===== config.mk =====
export PLATFORM = sky130hd
export DESIGN_NAME = crack_host_sequencer
export DESIGN_NICKNAME = d
export VERILOG_FILES = /design/src/rtl/crack_host_sequencer.sv
export SDC_FILE = /design/constraint.sdc
export NUM_CORES = 1
export LEC_CHECK = 0
export CORE_MARGIN = 2
export CORE_UTILIZATION = 54
export CTS_CLUSTER_SIZE = 24
export DETAILED_ROUTE_END_ITERATION = 7
export GPL_TIMING_DRIVEN = 0
export PLACE_DENSITY = 0.86
export REMOVE_ABC_BUFFERS = 1
export SLEW_MARGIN = 20
export SYNTH_ARGS = -nofsm -noshare
export SYNTH_HDL_FRONTEND = slang
export SYNTH_SLANG_ARGS = --single-unit

===== constraint.sdc =====
create_clock -name clk -period 5.8 [get_ports clk]
set_clock_uncertainty 0.1 [all_clocks]
set_input_delay 0.87 -clock clk [delete_from_list [all_inputs] [get_ports clk]]
set_output_delay 0.87 -clock clk [all_outputs]
set_load 0.05 [all_outputs]

===== src/rtl/crack_host_sequencer.sv =====
// -----------------------------------------------------------------------------
// crack_host_sequencer
//
// Host-side sequencer for a shared-bus password cracker. It loads NUM_HASHES
// 128-bit target hashes into the cracker one byte at a time, starts a run,
// and then reads back each cracked password plus its length byte. Every
// recovered password is presented on a valid/ready result port. The session
// ends when the cracker reports a turn with no further match.
//
// The cracker and the host share a bus. The host acts only when my_turn is
// high. Every strobe and go the host issues is exactly two cycles wide and is
// followed by one idle cycle.
//
// Ports
//   clk              in   1            sole clock, rising edge
//   rst_n            in   1            synchronous active-low reset
//   start            in   1            one-cycle session request (IDLE only)
//   hash_in          in   128          hash word from the upstream source
//   hash_valid       in   1            upstream hash word valid
//   hash_ready       out  1            sequencer can accept a hash word
//   new_hash_byte    out  8            hash byte presented to the cracker
//   store_hash_byte  out  1            two-cycle strobe storing new_hash_byte
//   go               out  1            two-cycle run/advance pulse
//   match_found      in   1            cracker found a password (on my_turn)
//   my_turn          in   1            cracker yields the bus to the host
//   password_byte    in   8            password / length byte from cracker
//   result_password  out  8*PW_BYTES   recovered password, first byte in MSBs
//   result_length    out  8            recovered password length
//   result_valid     out  1            result port holds a password
//   result_ready     in   1            downstream accepts the result
//   found_count      out  8            passwords delivered this session (sat.)
//   busy             out  1            high whenever not IDLE
//   done             out  1            one-cycle end-of-session flag
// -----------------------------------------------------------------------------
module crack_host_sequencer #(
   parameter int NUM_HASHES = 2,
   parameter int PW_BYTES   = 20
) (
   input  logic                  clk,
   input  logic                  rst_n,
   input  logic                  start,
   input  logic [127:0]          hash_in,
   input  logic                  hash_valid,
   output logic                  hash_ready,
   output logic [7:0]            new_hash_byte,
   output logic                  store_hash_byte,
   output logic                  go,
   input  logic                  match_found,
   input  logic                  my_turn,
   input  logic [7:0]            password_byte,
   output logic [8*PW_BYTES-1:0] result_password,
   output logic [7:0]            result_length,
   output logic                  result_valid,
   input  logic                  result_ready,
   output logic [7:0]            found_count,
   output logic                  busy,
   output logic                  done
);

   typedef enum logic [3:0] {
      IDLE,
      WAIT_HASH,
      HB_TURN,
      HB_SETUP,
      HB_STROBE,
      HB_RELEASE,
      GO_TURN,
      GO_PULSE,
      RUN_WAIT,
      PW_TURN,
      PW_GO,
      RESULT,
      DONE
   } state_t;

   localparam logic [4:0] PW_LAST  = 5'(PW_BYTES);
   localparam logic [7:0] HASH_NUM = 8'(NUM_HASHES);

   state_t                state, state_next;
   logic [127:0]          hash_reg;
   logic [3:0]            byte_idx;
   logic [7:0]            hash_cnt;
   logic [4:0]            pw_idx;
   logic [1:0]            phase;
   logic [8*PW_BYTES-1:0] pw_reg;
   logic [7:0]            len_reg;
   logic [7:0]            found_reg;

   // State register. Reset is synchronous, so a reset that arrives during a
   // strobe or a pending result still takes effect on the next edge.
   always_ff @(posedge clk) begin
      if (!rst_n)
         state <= IDLE;
      else
         state <= state_next;
   end

   // Next-state logic. A two-cycle pulse uses phases 0 and 1. A go pulse adds
   // a third, low phase (2) before the bus is handed back. A hash-byte strobe
   // hands its idle cycle to HB_RELEASE.
   always_comb begin
      state_next = state;
      case (state)
         IDLE:       if (start) state_next = WAIT_HASH;
         WAIT_HASH:  if (hash_valid) state_next = HB_TURN;
         HB_TURN:    if (my_turn) state_next = HB_SETUP;
         HB_SETUP:   state_next = HB_STROBE;
         HB_STROBE:  if (phase == 2'd1) state_next = HB_RELEASE;
         HB_RELEASE: begin
            if (byte_idx != 4'd15)
               state_next = HB_TURN;
            else if (hash_cnt < HASH_NUM)
               state_next = WAIT_HASH;
            else
               state_next = GO_TURN;
         end
         GO_TURN:    if (my_turn) state_next = GO_PULSE;
         GO_PULSE:   if (phase == 2'd2) state_next = RUN_WAIT;
         RUN_WAIT: begin
            if (my_turn)
               state_next = match_found ? PW_TURN : DONE;
         end
         PW_TURN:    if (my_turn) state_next = PW_GO;
         PW_GO: begin
            if (phase == 2'd2)
               state_next = (pw_idx < PW_LAST) ? PW_TURN : RESULT;
         end
         RESULT:     if (result_ready) state_next = RUN_WAIT;
         DONE:       state_next = IDLE;
         default:    state_next = IDLE;
      endcase
   end

   // Output logic. Every control output depends only on registered state. RESULT
   // drives neither go nor store_hash_byte, so a stalled result cannot disturb
   // the cracker.
   always_comb begin
      busy            = (state != IDLE);
      hash_ready      = (state == WAIT_HASH);
      store_hash_byte = (state == HB_STROBE);
      go              = ((state == GO_PULSE) || (state == PW_GO)) && (phase != 2'd2);
      result_valid    = (state == RESULT);
      done            = (state == DONE);
      new_hash_byte   = 8'h00;
      if ((state == HB_SETUP) || (state == HB_STROBE) || (state == HB_RELEASE))
         new_hash_byte = hash_reg[{byte_idx, 3'b000} +: 8];
      result_password = pw_reg;
      result_length   = len_reg;
      found_count     = found_reg;
   end

   // Datapath registers: hash latch, byte and hash counters, pulse phase,
   // password assembly and the found counter.
   always_ff @(posedge clk) begin
      if (!rst_n) begin
         hash_reg  <= '0;
         byte_idx  <= '0;
         hash_cnt  <= '0;
         pw_idx    <= '0;
         phase     <= '0;
         pw_reg    <= '0;
         len_reg   <= '0;
         found_reg <= '0;
      end else begin
         // The phase counts only while a pulse state is held. It restarts at
         // zero on every state change.
         if (((state == HB_STROBE) || (state == GO_PULSE) || (state == PW_GO)) &&
             (state_next == state))
            phase <= phase + 2'd1;
         else
            phase <= 2'd0;

         case (state)
            IDLE: begin
               if (start) begin
                  found_reg <= '0;
                  hash_cnt  <= '0;
               end
            end
            WAIT_HASH: begin
               if (hash_valid) begin
                  hash_reg <= hash_in;
                  byte_idx <= 4'd0;
                  if (hash_cnt != 8'hFF)
                     hash_cnt <= hash_cnt + 8'd1;
               end
            end
            HB_RELEASE: begin
               if (byte_idx != 4'd15)
                  byte_idx <= byte_idx + 4'd1;
            end
            RUN_WAIT: begin
               if (my_turn && match_found)
                  pw_idx <= 5'd0;
            end
            PW_TURN: begin
               // The first password byte lands in the most significant byte.
               // The extra byte after the password is its length.
               if (my_turn) begin
                  for (int k = 0; k < PW_BYTES; k++) begin
                     if (pw_idx == 5'(k))
                        pw_reg[8*(PW_BYTES-1-k) +: 8] <= password_byte;
                  end
                  if (pw_idx == PW_LAST)
                     len_reg <= password_byte;
               end
            end
            PW_GO: begin
               if ((phase == 2'd2) && (pw_idx < PW_LAST))
                  pw_idx <= pw_idx + 5'd1;
            end
            RESULT: begin
               if (result_ready && (found_reg != 8'hFF))
                  found_reg <= found_reg + 8'd1;
            end
            default: ;
         endcase
      end
   end

endmodule


==> metrics.yaml, run 1 <==
post_drt_wl_per_cell_um: 17.92
min_period_ps: 4291
criticalPathCategory: "register to primary output"
multi_input_area_um2: 7069
critPathRequiredTime_ps: 4830
max_slew_margin: 0.2501
period_share: 0.7398
path_clk_slew_ps: 60
hold_ws_ps: 352.1
initialDrtViolationCount: 840
yosysWarnings: 0
postPlaceCellArea_um2: 17520
wirelength_um: 37330
crit_fanout: 35
pwr_density_cell_nw_per_um2: 259.0
rsz0062_at_grt: "false"
syn2layout_area_growth_pct: 31.49
place.gp.congestion: 0.7948
grt_max_degree: 177
synth-seq-cells: 327
grt_first_pass_wirelength_um: 58980
setup_viol: 0
cts.sinks: 327
drtAntennaViolNets: 0
hold_class: "register to register"
ctsHoldBuffers: 0
nFillCells: 1803
clkLatencyLatePin_ps: 500
post-dp-hpwl_um: 24960
drive_gt1_frac: 0.07037
largest_reg_flops: 160
dieHeight_um: 165.9
fin_util: 0.7182
async_reset_ff_frac: 0
grt_antenna_before_repair: 0
synth_edf_count: 0
grt_use_total: 0.2613
yosysUniqueCellTypes: 51
antenna_cells: 0
ir_worst_vdd_uv: 241.9
synth_ff_type: "dfxtp_1"
fin_ws_ps: 1509
register_area_um2: 6551
start_kind: "register"
cts_resized: 0
first_pass_iters: 5
io_pins: 333
power.leakage_uw: 0.006832
fmax_ghz: 0.2330
p_total_uw: 4820
h-tree-depth: 2
seq_area_frac_synth: 0.4626
hold_violations: 0
avgSynthCellArea_um2: 9.641
worst_slew_pin_slew_ps: 1121
io_buffers: 332
post-place-ws_ps: 1848
vias_per_cell: 5.486
design_area_um2: 18610
synthCells: 1468
placeableCoreArea_um2: 25910
drv_slew: 0
drc: 0
root_buffer: "clkbuf_16"
outcome: "finished, final reports clean"
postCtsSetupBuffers: 0
start_util: 0.5462
final_net_count: 1879
grt_pass1_vias: 11146
synth_area_um2: 14150
fp-row-count: 59
fp.dieArea_um2: 27520
cts_tree: "built"
crit_arrival_ps: 3320
vias: 11428
crit_path_end_kind: "primary output"
die-width_um: 165.9
maxCapViolCount: 0
grt.overflow.total: 0
clockBufferDepth: 3
cts_buffers: 35
stage by stage:
step / setup TNS (ps) / std cells
global route: 0 / 2083
finish: 0 / 2083
CTS: 0 / 2083
floorplan: 0 / 1351
global placement: -737700 / 2018
detailed placement: 0 / 2024
layout make-up:
| type | instances | area share |
|---|---|---|
| multi-input combinational | 1013 | 0.3799 |
| sequential | 327 | 0.3520 |
| timing repair buffer | 338 | 0.1845 |
| clock buffer | 55 | 0.05755 |
| tap | 335 | 0.02252 |
| inverter | 11 | 0.002219 |
| clock inverter | 4 | 0.001277 |
per-layer routing:
metal | GRT usage | up-vias | part of all wire
met5 | 0 | - | 0
met4 | 0.1028 | 0 | 0.037
met3 | 0.06053 | 90 | 0.074
met2 | 0.4537 | 480 | 0.49
met1 | 0.3144 | 5372 | 0.40
li1 | - | 5486 | -
synthesized netlist by cell type (4+ instances only):
cell type | number | area share
and4_1 | 5 | 0.0031
o21a_1 | 4 | 0.0021
a21oi_1 | 7 | 0.0025
buf_2 | 16 | 0.0057
and3_1 | 4 | 0.0018
nor2_1 | 28 | 0.0074
nand2_1 | 312 | 0.083
mux4_2 | 40 | 0.064
a21boi_0 | 158 | 0.084
buf_4 | 14 | 0.0074
nor3_1 | 6 | 0.0021
inv_1 | 11 | 0.0029
nand2b_1 | 5 | 0.0022
xnor2_1 | 14 | 0.0087
a21boi_1 | 5 | 0.0027
dfxtp_1 | 327 | 0.46
buf_1 | 4 | 0.0011
nor2b_1 | 155 | 0.069
nand3_1 | 50 | 0.018
nand3_2 | 11 | 0.0078
o21ai_0 | 6 | 0.0021
a211oi_1 | 11 | 0.0058
ha_1 | 10 | 0.0088
mux2i_1 | 138 | 0.098
clkbuf_1 | 83 | 0.022
nand4_1 | 6 | 0.0027
placed cells by master (no fill, tap or decap), drive strengths merged, types with 2 or more instances in the layout:
cell type / n
dfxtp: 327
a32oi: 2
a21boi: 163
o2111ai: 2
clkbuf: 55
nand4: 6
a21oi: 7
o21a: 4
nor4b: 2
nand3b: 2
nor2: 28
nand2b: 5
and4: 5
nand2: 312
inv: 12
clkinv: 3
nor3b: 3
clkdlybuf4s50: 327
nor4: 3
nor3: 7
o21ai: 6
mux4: 40
nand3: 61
xnor2: 14
buf: 11
a31oi: 3
a22oi: 2
nor2b: 155
and3: 4
xor2: 2
a211oi: 12
and2: 3
mux2i: 138
ha: 10
worst paths after layout:
path | slack (ps) | depth (start not counted) | startpoint | to
max | 1510 | 4 | byte_idx[0]$_SDFFE_PN0P_ | new_hash_byte[7]
min | 350 | 2 | result_password[23]$_SDFFE_PN0P_ | result_password[23]$_SDFFE_PN0P_
max reg2reg | 2600 | 5 | state[0]$_SDFF_PN0_ | result_password[60]$_SDFFE_PN0P_
min reg2reg | 350 | 2 | result_password[23]$_SDFFE_PN0P_ | result_password[23]$_SDFFE_PN0P_
report_power, final:
part           leakage (uW)  internal [uW]  switching (uW)
clock              0.000543           1260             874
sequential          0.00264           2290            30.7
combinational       0.00365            182             183
total               0.00683           3730            1090
worst max-delay path, stage by stage (launching register included):
cell,delay (ps)
dfxtp_4,800
mux4_2,590
mux4_2,490
nor2b_1,160
clkdlybuf4s50_1,750
cells by family after synthesis:
family                     Yosys count  share of synthesized area
AOI/OAI and AO/OA                  207                     0.1095
xor gates and xnor gates            16                   0.009902
adders and majority gates           10                   0.008841
buffers and inverters              128                    0.03908
DFF                                327                     0.4626
muxes                              179                     0.1621
and+or+nand+nor                    601                     0.2081
Power figures use the tool's default switching activity.
==> run 2: changes to the inputs <==
--- a/config.mk
+++ b/config.mk
@@ -6,11 +6,11 @@
 export NUM_CORES = 1
 export LEC_CHECK = 0
 export CORE_MARGIN = 2
-export CORE_UTILIZATION = 54
+export CORE_UTILIZATION = 45
 export CTS_CLUSTER_SIZE = 24
 export DETAILED_ROUTE_END_ITERATION = 7
 export GPL_TIMING_DRIVEN = 0
-export PLACE_DENSITY = 0.86
+export PLACE_DENSITY = 0.76
 export REMOVE_ABC_BUFFERS = 1
 export SLEW_MARGIN = 20
 export SYNTH_ARGS = -nofsm -noshare
==> constraint.sdc (replaced) <==
create_clock -name clk -period 3.65 [get_ports clk]
set_clock_uncertainty 0.1 [all_clocks]
set_input_delay 0.5475 -clock clk [delete_from_list [all_inputs] [get_ports clk]]
set_output_delay 0.5475 -clock clk [all_outputs]
set_load 0.05 [all_outputs]
==> run 2 against run 1 <==
Net effect: die area grew 19%; routed wire length grew 0.38%; hold slack gained 5.8 ps; via count shrank 2.4%; non-clock buffer count grew 6; sequential cell count is the same; register-to-register slack lost 2100 ps; combinational power grew 59%; largest power group unchanged.
==> metrics.yaml, run 2 (synthesis results as in run 1) <==
start_util: 0.4602
fin_ws_ps: 159.2
final_net_count: 1885
die-width_um: 181.3
antenna_cells: 0
power.leakage_uw: 0.006918
cts.sinks: 327
grt_first_pass_wirelength_um: 59160
post-dp-hpwl_um: 25430
grt_use_total: 0.2237
post_drt_wl_per_cell_um: 17.45
layout_common_cells: "dfxtp_1 (324), clkdlybuf4s50_1 (317), nand2_1 (311), a21boi_0 (158), nor2b_1 (155)"
critPathMaxStageDelay_ps: 530
path_clk_slew_ps: 60
grt_antenna_before_repair: 0
worst_slew_pin_slew_ps: 1127
rsz0062_at_grt: "false"
p_total_uw: 7707
setup_viol: 0
hold_class: "register to register"
fmax_ghz: 0.2865
h-tree-depth: 2
drtAntennaViolNets: 0
critical-path-slowest-cell: "mux4_2"
outcome: "finished, final reports clean"
pwr_density_cell_nw_per_um2: 410.6
io_pins: 333
clkLatencyLatePin_ps: 500
crit_path_end_kind: "primary output"
layout_commonest_cell: "dfxtp_1"
cpMostUsedCell: "mux4_2"
min_period_ps: 3491
vias_per_cell: 5.195
first_pass_iters: 7
drive_gt1_frac: 0.07539
max_slew_margin: 0.2465
criticalPathCategory: "register to primary output"
critPathRequiredTime_ps: 3000
crit_chain: "buf_12, buf_4, mux4_2, mux4_2, nor2b_1, dlygate4sd2_1"
dieHeight_um: 181.3
start_kind: "register"
crit_fanout: 12
cts_buffers: 35
vias: 11154
post-place-ws_ps: 155.1
fp.dieArea_um2: 32880
syn2layout_area_growth_pct: 32.63
hold_ws_ps: 358.0
crit_arrival_ps: 2840
root_buffer: "clkbuf_16"
drv_slew: 0
largest_reg_flops: 160
initialDrtViolationCount: 573
clockBufferDepth: 3
drc: 0
grt_max_degree: 119
maxCapViolCount: 0
wirelength_um: 37470
grt_pass1_vias: 10884
cts_tree: "built"
fp-row-count: 64
placeableCoreArea_um2: 30750
hold_violations: 0
grt.overflow.total: 0
ctsHoldBuffers: 0
period_share: 0.9564
place.gp.congestion: 0.8217
io_buffers: 332
ir_worst_vdd_uv: 375.3
[run 2: critical path, delay by kind of cell (launching register included)]
family	cells	cell delay, ps
buffers and inverters	3	800
DFF	1	380
muxes	2	1020
and+or+nand+nor	1	140
[run 2: cell type report]
class                           instances  area, um2
Clock inverter                          9      108.9
Inverter                               11      41.29
Sequential cell                       327       6555
Multi-Input combinational cell       1013       7074
Tap cell                              396      495.5
Clock buffer                           47      992.2
Timing Repair Buffer                  344       3503
Fill cell                            2610      11980
[run 2: timing repair]
action	4_1_cts	5_1_grt
setup buffers	5	0
endpoints found under the hold margin	0	0
gates resized for setup	9	2
endpoints found under the setup margin	8	2
[run 2: where the power goes]
group	total [uW]	switching (uW)	internal (uW)	leakage [uW]
clock	3450	1400	2040	0.000540
combinational	578	289	290	0.00373
sequential	3680	46.4	3640	0.00264
total	7710	1740	5970	0.00692
[run 2: through the flow]
step           instances  cell area (um2)    util  TNS (ps)
6_report            2147            18770  0.6104         0
5_1_grt             2147            18770  0.6104         0
4_1_cts             2147            18780  0.6107         0
3_5_place_dp        2086            17620  0.5731         0
3_3_place_gp        2079            17460  0.5678  -1391160
2_1_floorplan       1351            13640       -    -74010
[run 2: layer usage]
layer	wire length [um]	GRT usage
met5	0	0
met4	960	0.06829
met3	3159	0.06229
met2	17660	0.3787
met1	15690	0.2772
[run 2: worst paths after layout]
| kind | startpoint | end | slack, ps | cells after the start |
|---|---|---|---|---|
| max reg2reg | state[0]$_SDFF_PN0_ | result_password[42]$_SDFFE_PN0P_ | 470 | 5 |
| max | byte_idx[0]$_SDFFE_PN0P_ | new_hash_byte[3] | 160 | 6 |
| min | hash_reg[5]$_SDFFE_PN0P_ | hash_reg[5]$_SDFFE_PN0P_ | 360 | 2 |
| min reg2reg | hash_reg[5]$_SDFFE_PN0P_ | hash_reg[5]$_SDFFE_PN0P_ | 360 | 2 |
==> RTL change 1 (settings of run 2) <==
One comparison of `pw_idx` changes from == to >=.
--- a/src/rtl/crack_host_sequencer.sv
+++ b/src/rtl/crack_host_sequencer.sv
@@ -203,3 +203,3 @@
                   end
-                  if (pw_idx == PW_LAST)
+                  if (pw_idx >= PW_LAST)
                      len_reg <= password_byte;
Formal check against the unedited RTL: same outputs for any inputs over 4 cycles, from zero or initial values and one cycle with rst_n low; that may be too few to reach the edited logic, so the function may still have changed.
==> RTL change 1 against run 2 <==
Register-to-register slack better by 0.06 ns; wire length up 2.4%; total power increased by 4.6%; synthesized area down 0.22%; synthesized cell count decreased by 0.14%; combinational power grew 26%; sequential share of layout area shrank 0.089 points; sequential cell count stayed put; clock power up 5%; worst setup slack got worse by 0.010 ns; final area is 0.29% higher; largest power group unchanged.
==> RTL change 1: results (changes against run 2) <==
Worst Hold Class: reg -> reg
Largest register FFs: 160 (unchanged)
M2 GR Usage: 0.392 (+0.0136)
worst slack, placed: 0.121 ns (-0.0344 ns)
met1 WL: 16000 µm (+2.0%)
Worst slew margin: 0.229 (-0.0172)
initial antenna violation count: 5 (+5)
WL met2: 18600 µm (+5.4%)
metal3 WL: 2370 µm (-25%)
total track usage: 0.228 (+0.00409)
drt first pass iters: 5 (-2)
top sig layer: met5
CP Data Required Time: 3.00 ns (about the same)
final net count: 1885 (unchanged)
Fillers: 2584 (-1.0%)
Non-Filler Instances: 2159 (+0.56%)
vias per cell: 5.23 (+0.64%)
pin count of the biggest net entering global routing: 161 (+35%)
ratio of cells with drive above 1 in the final layout: 0.0756 (+0.000183)
post-synthesis cell count: 1466 (-0.14%)
initial DRC count: 692 (+21%)
HP Start: phase[0]
Detailed Place HPWL: 25500 µm (+0.46%)
grt met1 use: 0.279 (+0.00168)
crit path from: byte_idx[1]
Placed Instances: 2084 (-0.096%)
P_leak: 6.84 nW (-1.1%)
first-pass GRT wire length: 60200 µm (+1.8%)
critical path peak fanout: 20 (+8)
Routed WL: 38400 µm (+2.4%)
CP peak stage delay: 0.53 ns (about the same)
Reg-to-Reg Start: state[3]
Post-synth top cells: dfxtp_1 (327), nand2_1 (314), a21boi_0 (163)
ys async rst share: 0 (unchanged)
Yosys warning count: 0 (unchanged)
Port Buffers: 332 (unchanged)
Slowest-stage cell, CP: dfxtp_4
Reg clk slew, reported paths: 0.06 ns (about the same)
delay-heaviest family, CP: multiplexers
Max VDD drop: 293 µV (-22%)
CTS Root Cell: clkbuf_16
outcome: complete, no violations
Synth area leaders: dfxtp_1 (46%), mux2i_1 (10%), a21boi_0 (8.7%)
GPL Wtd Cong: 0.805 (-2.0%)
sequential fraction of the synthesis area: 0.464 (+0.00102)
clk_lat worst skew: 0.51 ns
number of buffers created by CTS: 37 (+5.7%)
maximum clock path buffer count: 3 (unchanged)
count of different cell masters after synthesis: 49 (-3.9%)
met3 Use GR: 0.0512 (-0.0111)
number of global-route vias before repair: 11020 (+1.2%)
Main synth FF type: dfxtp_1
## RTL change 1: cell families (layout without fill, tap and decap cells)
family / after synthesis / count (layout) / share of synthesized area
flops: 327 / 327 / 0.464
mux: 181 / 181 / 0.164
compound gates: 208 / 208 / 0.106
fa+ha+maj: 10 / 10 / 0.00886
xor+xnor: 11 / 11 / 0.00682
other cells: 0 / 3 / 0
simple gates: 606 / 606 / 0.214
buf+inv: 123 / 417 / 0.0372
## RTL change 1: repair_timing
| action | in CTS | in global routing |
|---|---|---|
| setup endpoints to repair | 8 | 0 |
| setup buffers | 5 | 0 |
| hold buffers | 0 | 0 |
| resized for setup | 12 | 0 |
## RTL change 1: layout make-up
cell class / count / share of cell area
repair buffers: 343 / 0.186
clock buffers: 58 / 0.0582
diodes: 3 / 0.000399
inverters: 7 / 0.00140
flip-flops and latches: 327 / 0.348
clock inverters: 9 / 0.00465
well taps: 396 / 0.0263
multi-input cells: 1016 / 0.375
## RTL change 1: final timing paths
kind / end / slack, ns / depth (start not counted)
setup reg to reg: result_password[61] / 0.53 / 5
setup / recovery: new_hash_byte[6] / 0.15 / 5
hold reg to reg: phase[0] / 0.35 / 1
hold / removal: phase[0] / 0.35 / 1
## RTL change 1: power breakdown
group	switching (mW)	internal (mW)
clock	1.47	2.14
sequential	0.0703	3.66
combinational	0.382	0.349
total	1.92	6.15
## RTL change 1: through the flow
step | instance area, µm² | utilization | setup TNS, ns
floorplan | 13600 | - | -60.86
global placement | 17400 | 0.567 | -1405.12
detailed placement | 17600 | 0.572 | 0
CTS | 18800 | 0.612 | 0
global route | 18800 | 0.612 | 0
finish | 18800 | 0.612 | 0
==> RTL change 2 (flow settings as in run 2) <==
Made on the original files. The parameter `PW_BYTES` goes from 20 to 40.
--- a/src/rtl/crack_host_sequencer.sv
+++ b/src/rtl/crack_host_sequencer.sv
@@ -36,3 +36,3 @@
    parameter int NUM_HASHES = 2,
-   parameter int PW_BYTES   = 20
+   parameter int PW_BYTES   = 40
 ) (
Ports: changed (resized result_password); port bits go from 333 to 493. No check against the original RTL was run, so the function may have changed too.
==> RTL change 2 against run 2 <==
Sequential cell count rose by 88; via count is 24% higher; synthesized area grew 21%; sequential power is 26% higher; wire length grew 35%; count of clock-buffer cells in the layout rose by 13; total power grew 24%; worst setup slack worse by 0.016 ns; final area is 25% higher; critical endpoint is now new_hash_byte[6].
==> RTL change 2: results (changes against run 2) <==
outcome: complete, no violations
Max VDD drop: 347 µV (-7.5%)
P_leak: 8.77 nW (+27%)
multiplexer share of the synthesized area: 0.204 (+0.0424)
number of buffers created by CTS: 43 (+23%)
Largest register FFs: 248 (+55%)
Reg2Reg Capture Point: result_password[216]
Layout Area Growth over Synthesis: 36.0%
total track usage: 0.247 (+0.0234)
Placement Cell Area: 22000 µm² (+25%)
initial antenna violation count: 2 (+2)
final hold slack: 0.286 ns (-0.0716 ns)
Synth area leaders: dfxtp_1 (48%), mux2i_1 (15%), nor2_1 (6.3%)
first-pass GRT wire length: 76200 µm (+29%)
Fillers: 3103 (+19%)
Routed WL: 50500 µm (+35%)
switching share of total power: 0.226 (+0.000859)
Slowest-stage cell, CP: mux4_2
pin count of the biggest net entering global routing: 145 (+22%)
count of different cell masters after synthesis: 61 (+20%)
power in the clock group: 4.30 mW (+25%)
Critical Path Sink: new_hash_byte[6]
clk_lat worst skew: 0.55 ns (+0.05 ns)
WL per Instance: 18.8 µm (+7.8%)
syn avg cell area: 9.59 µm² (-0.50%)
Detailed Place HPWL: 35700 µm (+40%)
drt first pass iters: 5 (-2)
CP peak stage delay: 0.56 ns (+0.03 ns)
number of global-route vias before repair: 13457 (+24%)
sequential fraction of the synthesis area: 0.483 (+0.0207)
worst slack, placed: -0.145 ns (-0.300 ns)
f_max: 0.285 GHz (-0.45%)
Setup Buffers After CTS: 0 (-5)
Adder-Cell Fraction of Synth Area: 0.00801 (-0.000835)
GPL Wtd Cong: 0.862 (+4.9%)
Placed Instances: 2609 (+25%)
R2R Setup Slk: 0.38 ns (-0.09 ns)
WHS Endpoint: result_password[294]
final net count: 2297 (+22%)
hold depth: 3 (+1)
HP Start: password_byte[6]
initial DRC count: 819 (+43%)
Setup TNS: 0 ns (unchanged)
Post-synth top cells: dfxtp_1 (415), nor2_1 (287), nand2_1 (280)
ratio of cells with drive above 1 in the final layout: 0.0811 (+0.00568)
critical path peak fanout: 34 (+22)
Worst Hold Class: in -> reg
Final Power: 9.56 mW (+24%)
CTS Sinks: 415 (+27%)
Port Buffers: 492 (+48%)
vias per cell: 5.17 (-0.50%)
Compound-Gate Fraction of Synth Area: 0.0543 (-0.0552)
Worst slew margin: 0.297 (+0.0502)
XOR/XNOR Fraction of Synth Area: 0.00764 (-0.00226)
combinational logic power: 618 µW (+6.9%)
RTL change 2: cell count changes after synthesis, moves of 11 or more:
cell,before,now
nor2b_1,155,13
mux2i_1,138,260
nand3_1,50,12
a21oi_1,7,138
nor2_1,28,287
buf_4,14,85
dfxtp_1,327,415
nor2_2,0,11
nand2_1,312,280
a21boi_0,158,1
RTL change 2: area by class of cell:
cell class,count,area share
inverters,11,0.00209
clock buffers,60,0.0535
flip-flops and latches,415,0.356
clock inverters,13,0.00567
repair buffers,507,0.224
well taps,511,0.0274
diodes,3,0.000321
multi-input cells,1165,0.331
RTL change 2: per-layer routing:
layer  wire [µm]  GRT usage
met1       20600      0.302
met2       24500      0.415
met4        2290      0.125
met5           0          0
met3        3150     0.0495
RTL change 2: critical path: cells and delay by family (launching register included):
family	cells	cell delay, ns
buf+inv	2	0.73
flops	1	0.37
mux	2	1.03
simple gates	1	0.13
